$ cat src/rtl/gpio_mux_ctrl.sv
// gpio_mux_ctrl: sequencer that safely switches the stream mux GPIO control word {sel, drop, enable}.
// Define GPIO_MUX_CTRL_TIMEOUT_EN to build the DRAIN timeout and the FLUSH (drop) state.
module gpio_mux_ctrl #(
    parameter int unsigned SEL_WIDTH     = 1,
    parameter int unsigned SETTLE_CYCLES = 4,
    parameter int unsigned DRAIN_TIMEOUT = 256
) (
    input  logic                 clk,
    input  logic                 rst_n,
    input  logic                 req_valid,
    output logic                 req_ready,
    input  logic [SEL_WIDTH-1:0] req_sel,
    input  logic                 req_enable,
    input  logic                 mon_tvalid,
    input  logic                 mon_tready,
    input  logic                 mon_tlast,
    output logic [SEL_WIDTH+1:0] gpio,
    output logic                 busy,
    output logic                 done,
    output logic                 done_timeout
);
    localparam int unsigned CNT_MAX = (SETTLE_CYCLES > DRAIN_TIMEOUT) ? SETTLE_CYCLES : DRAIN_TIMEOUT;
    localparam int unsigned CW      = $clog2(CNT_MAX) + 1;
    localparam logic [CW-1:0] SETTLE_LAST = CW'(SETTLE_CYCLES - 1);
`ifdef GPIO_MUX_CTRL_TIMEOUT_EN
    localparam logic [CW-1:0] DRAIN_LAST  = CW'(DRAIN_TIMEOUT - 1);
`endif

    typedef enum logic [2:0] {S_IDLE, S_ACTIVE, S_DRAIN, S_FLUSH, S_SWITCH} state_t;

    state_t               state_q, state_d;
    logic [CW-1:0]        cnt_q, cnt_d;
    logic                 in_packet_q, in_packet_d;
    logic [SEL_WIDTH-1:0] sel_q, sel_d;
    logic [SEL_WIDTH-1:0] lat_sel_q, lat_sel_d;
    logic                 lat_en_q, lat_en_d;
    logic                 enable_q, enable_d;
    logic                 req_ready_q, req_ready_d;
    logic                 busy_q, busy_d;
    logic                 done_q, done_d;
`ifdef GPIO_MUX_CTRL_TIMEOUT_EN
    logic                 drop_q, drop_d;
    logic                 to_flag_q, to_flag_d;
    logic                 done_to_q, done_to_d;
`endif
    logic                 accept;
    logic                 beat;

    assign accept = req_valid & req_ready_q;
    assign beat   = mon_tvalid & mon_tready;

    always_comb begin
        state_d     = state_q;
        sel_d       = sel_q;
        lat_sel_d   = lat_sel_q;
        lat_en_d    = lat_en_q;
        done_d      = 1'b0;
        in_packet_d = in_packet_q;
`ifdef GPIO_MUX_CTRL_TIMEOUT_EN
        to_flag_d   = to_flag_q;
`endif
        if (beat) begin
            in_packet_d = ~mon_tlast;
        end

        case (state_q)
            S_IDLE: begin
                if (accept) begin
                    if (req_enable) begin
                        state_d = S_SWITCH;
                        sel_d   = req_sel;
                    end else begin
                        done_d = 1'b1;
                    end
                end
            end
            S_ACTIVE: begin
                if (accept) begin
                    if (req_enable && (req_sel == sel_q)) begin
                        done_d = 1'b1;
                    end else begin
                        state_d   = S_DRAIN;
                        lat_sel_d = req_sel;
                        lat_en_d  = req_enable;
                    end
                end
            end
            S_DRAIN: begin
                if (!in_packet_q) begin
                    if (lat_en_q) begin
                        state_d = S_SWITCH;
                        sel_d   = lat_sel_q;
                    end else begin
                        state_d = S_IDLE;
                        done_d  = 1'b1;
                    end
                end
`ifdef GPIO_MUX_CTRL_TIMEOUT_EN
                else if (cnt_q == DRAIN_LAST) begin
                    state_d   = S_FLUSH;
                    to_flag_d = 1'b1;
                end
`endif
            end
`ifdef GPIO_MUX_CTRL_TIMEOUT_EN
            S_FLUSH: begin
                if (cnt_q == SETTLE_LAST) begin
                    // The dropped packet is gone; restart boundary tracking clean.
                    in_packet_d = 1'b0;
                    if (lat_en_q) begin
                        state_d = S_SWITCH;
                        sel_d   = lat_sel_q;
                    end else begin
                        state_d = S_IDLE;
                        done_d  = 1'b1;
                    end
                end
            end
`endif
            S_SWITCH: begin
                if (cnt_q == SETTLE_LAST) begin
                    state_d = S_ACTIVE;
                    done_d  = 1'b1;
                end
            end
            default: state_d = S_IDLE;
        endcase

`ifdef GPIO_MUX_CTRL_TIMEOUT_EN
        done_to_d = done_d & to_flag_q;
        if (done_d) begin
            to_flag_d = 1'b0;
        end
        drop_d = (state_d == S_FLUSH);
`endif
        cnt_d       = (state_d != state_q) ? '0 : ((cnt_q == '1) ? cnt_q : cnt_q + 1'b1);
        // Outputs are decoded from the next state so every gpio bit leaves a flop.
        enable_d    = (state_d == S_ACTIVE);
        busy_d      = (state_d == S_DRAIN) || (state_d == S_FLUSH) || (state_d == S_SWITCH);
        req_ready_d = ((state_d == S_IDLE) || (state_d == S_ACTIVE)) && !accept;
    end

    always_ff @(posedge clk or negedge rst_n) begin
        if (!rst_n) begin
            state_q     <= S_IDLE;
            cnt_q       <= '0;
            in_packet_q <= 1'b0;
            sel_q       <= '0;
            lat_sel_q   <= '0;
            lat_en_q    <= 1'b0;
            enable_q    <= 1'b0;
            req_ready_q <= 1'b0;
            busy_q      <= 1'b0;
            done_q      <= 1'b0;
`ifdef GPIO_MUX_CTRL_TIMEOUT_EN
            drop_q      <= 1'b0;
            to_flag_q   <= 1'b0;
            done_to_q   <= 1'b0;
`endif
        end else begin
            state_q     <= state_d;
            cnt_q       <= cnt_d;
            in_packet_q <= in_packet_d;
            sel_q       <= sel_d;
            lat_sel_q   <= lat_sel_d;
            lat_en_q    <= lat_en_d;
            enable_q    <= enable_d;
            req_ready_q <= req_ready_d;
            busy_q      <= busy_d;
            done_q      <= done_d;
`ifdef GPIO_MUX_CTRL_TIMEOUT_EN
            drop_q      <= drop_d;
            to_flag_q   <= to_flag_d;
            done_to_q   <= done_to_d;
`endif
        end
    end

    assign req_ready = req_ready_q;
    assign busy      = busy_q;
    assign done      = done_q;
`ifdef GPIO_MUX_CTRL_TIMEOUT_EN
    assign gpio         = {sel_q, drop_q, enable_q};
    assign done_timeout = done_to_q;
`else
    assign gpio         = {sel_q, 1'b0, enable_q};
    assign done_timeout = 1'b0;
`endif
endmodule

$ cat config.mk
export PLATFORM = sky130hd
export DESIGN_NAME = gpio_mux_ctrl
export DESIGN_NICKNAME = d
export VERILOG_FILES = /design/src/rtl/gpio_mux_ctrl.sv
export SDC_FILE = /design/constraint.sdc
export NUM_CORES = 1
export LEC_CHECK = 0
export CAP_MARGIN = 20
export CORE_MARGIN = 1.5
export CORE_UTILIZATION = 57
export CTS_CLUSTER_SIZE = 8
export DETAILED_ROUTE_END_ITERATION = 8
export GPL_TIMING_DRIVEN = 0
export PLACE_DENSITY = 0.83
export SLEW_MARGIN = 20
export SYNTH_ARGS = -nofsm -noshare
export SYNTH_HDL_FRONTEND = slang
export SYNTH_SLANG_ARGS = --single-unit
$ cat constraint.sdc
create_clock -name clk -period 3.1 [get_ports clk]
set_clock_uncertainty 0.2 [all_clocks]
set_input_delay 0.62 -clock clk [delete_from_list [all_inputs] [get_ports clk]]
set_output_delay 0.62 -clock clk [all_outputs]
set_load 0.01 [all_outputs]
==> reports/metrics.cfg <==
[status]
status = finished, final reports clean

[cts]
post_cts_buffers = 0
tritoncts = done
cts.sinks = 20
clockBufferDepth = 2
worstSkewPairLatency_ns = 0.30
hold_buffers = 0
cts_buffers = 3
post_cts_resized = 0
clk_pin_slew_worst_paths_ns = 0.10
cts_root_buf = clkbuf_4
h-tree-depth = 1

[placement]
hpwl_mm = 1.511
gp_congestion = 0.8208
placed_cell_area_um2 = 1249
portBuffers = 12

[synth]
ys_top_cells_by_count = dfrtp_1 (20), nor2_1 (15), a21oi_1 (6)
ys_seq_elements = 20
seq_area_frac_synth_pct = 45.77
yosysTopAreaCell = dfrtp_1
yosys.cell_types.count = 39
synth_cells = 101
synth_top_area_share_pct = 45.77
synth_top_cells_by_area = dfrtp_1 (46%), nor2_1 (5.1%), xnor2_1 (4.0%)
syn_area_per_cell_um2 = 10.83
synth_area_um2 = 1094
ys.flop_type = dfrtp_1
ys.warnings.count = 0
synth-edff-count = 0
synthArstFlopShare_pct = 100.0
synth.most_common_cell = dfrtp_1

[hold_path]
hold_path_depth = 1
holdCritPathClass = flop to flop
min_to = req_ready$_DFF_PN0_
hold_start = req_ready$_DFF_PN0_

[critical_path]
end_kind = flop
timing.rr.start = cnt_q[0]$_DFFE_PN0P_
cp_common_cell = nor2_1
path_cells = ha_1, nand3_1, nor2_1, ha_1, clkbuf_1, nand4b_1, nor2_1, xnor2_1, nor2_1
critical_path_required_ns = 3.09
crit_path_max_incr_delay_ns = 0.42
critPathTopFamily = simple AND/OR/NAND/NOR gates
crit_arrival_ns = 2.17
startpoint_type = flop
cp.depth = 9
reg2reg_depth = 9
worst-path-buf-inv = 1
critPathKind = flop to flop
reg2reg_slack_ns = 0.92
r2r-end = cnt_q[5]$_DFFE_PN0P_
slowest_stage = dfrtp_1
path_max_fanout = 7

[cells_and_area]
finalInstanceArea_um2 = 1271
syn_to_final_growth_pct = 16.25
drive_gt1_share_pct = 18.80
antennaDiodeCount = 0
nFillCells = 144
finalNetCount = 129

[sta]
fin_tns_setup_ns = 0
fmax_mhz = 459.6
slew_viol_final = 0
slew_headroom_pct = 42.23
fin_crit_sh_pct = 70.19
tightest_slew_ns = 0.8639
rsz0062_at_grt = no
min_period_ns = 2.176
hold_viol_final = 0
finalSetupViolations = 0

[detailed_routing]
drtIter0Drc = 9
avgRoutedWirePerCell_um = 13.58
antenna_left = 0
drc = 0
vias = 791
avgViaCountPerCell = 5.570
drt-pass1-iter-count = 4
drt-total-wl_mm = 1.929

[grt]
grt_pass1_vias = 776
antenna_found_initial = 0
grt_usage_pct = 21.73
grt_max_degree = 21
grt_pass1_wl_mm = 3.312
grt_overflow = 0

[floorplan]
die_area_um2 = 2190
io_pins = 15
fp.dieW_um = 46.80
initial_core_util_pct = 61.99
rows = 15
core_area_um2 = 1764
die_y_um = 46.80

[job]
drv_cap = 0

[pwr]
power_mw = 1.015
p_per_area_nw_per_um2 = 798.4
ir_worst_vdd_v = 0.0004773
total_leakage_power_nw = 0.5441

## registers in the layout, indices dropped and copies added, names as in the netlist
signal,cells
busy,1
cnt_q,9
done,1
enable_q,1
in_packet_q,1
lat_en_q,1
lat_sel_q,1
req_ready,1
sel_q,1
state_q,3
## stage by stage
step	hold slack (ns)	instances	utilization [%]	setup WS, ns
6_report	0.3207	142	72.06	0.9242
5_1_grt	0.3567	142	72.06	0.7605
4_1_cts	0.3250	142	72.06	0.9059
3_5_place_dp	0.3008	139	70.78	0.8279
3_3_place_gp	0.2856	139	70.78	0.8676
2_1_floorplan	0.1244	102	-	1.147
## metal layers
metal	track usage (%)	up-vias	part of all wire, %
li1	-	383	-
met4	7.222	0	1.0
met2	34.52	14	49
met3	7.308	5	3.7
met5	0	-	0
met1	28.01	389	47
## area by class of cell
class | instances | area [um2] | share of cell area [%]
Buffer | 6 | 45.04 | 3.543
Sequential cell | 20 | 500.5 | 39.37
Timing Repair Buffer | 12 | 120.1 | 9.449
Tap cell | 25 | 31.28 | 2.461
Clock buffer | 3 | 22.52 | 1.772
Multi-Input combinational cell | 75 | 548.0 | 43.11
Inverter | 1 | 3.754 | 0.2953
## cells in the final DEF (no fill, tap or decap), types with 2 or more instances in the layout
| master | netlist | layout |
|---|---|---|
| buf_4 | 4 | 4 |
| mux2i_1 | 2 | 2 |
| mux2_4 | 2 | 2 |
| nand2b_1 | 2 | 2 |
| nand4b_1 | 2 | 2 |
| xor2_1 | 3 | 3 |
| xnor2_1 | 5 | 5 |
| mux2_2 | 2 | 2 |
| clkbuf_4 | 0 | 3 |
| nor2_1 | 15 | 15 |
| dfrtp_1 | 20 | 20 |
| nand3_1 | 4 | 4 |
| o21ai_0 | 3 | 3 |
| ha_1 | 2 | 2 |
| a21oi_1 | 6 | 6 |
| clkdlybuf4s50_1 | 0 | 12 |
| conb_1 | 1 | 2 |
| nand2_1 | 5 | 5 |
## kinds of logic (layout without fill, tap and decap cells)
logic type	after synthesis	after routing	synth area share, %
and+or+nand+nor	39	39	20.94
DFF	20	20	45.77
AOI/OAI and AO/OA	18	18	13.16
xor gates and xnor gates	8	8	6.408
buffers and inverters	7	22	4.462
muxes	6	6	6.636
adders and majority gates	2	2	2.288
other	1	2	0.3429
## report_power, final
group | switching, mW | total, mW | internal [mW]
clock network | 0.0744 | 0.120 | 0.0453
registers | 0.0922 | 0.442 | 0.350
logic | 0.208 | 0.454 | 0.246
total | 0.374 | 1.01 | 0.641
## worst max path at each step
| stage | start | to |
|---|---|---|
| after detailed placement | req_sel | lat_en_q$_DFFE_PN0P_ |
| after CTS | cnt_q[0]$_DFFE_PN0P_ | cnt_q[5]$_DFFE_PN0P_ |
| after floorplan | cnt_q[0]$_DFFE_PN0P_ | cnt_q[6]$_DFFE_PN0P_ |
| after global routing | cnt_q[0]$_DFFE_PN0P_ | cnt_q[5]$_DFFE_PN0P_ |
| final | cnt_q[0]$_DFFE_PN0P_ | cnt_q[5]$_DFFE_PN0P_ |
| after global placement | req_valid | sel_q$_DFFE_PN0P_ |
Note: power is estimated with default switching activity, not from simulation.
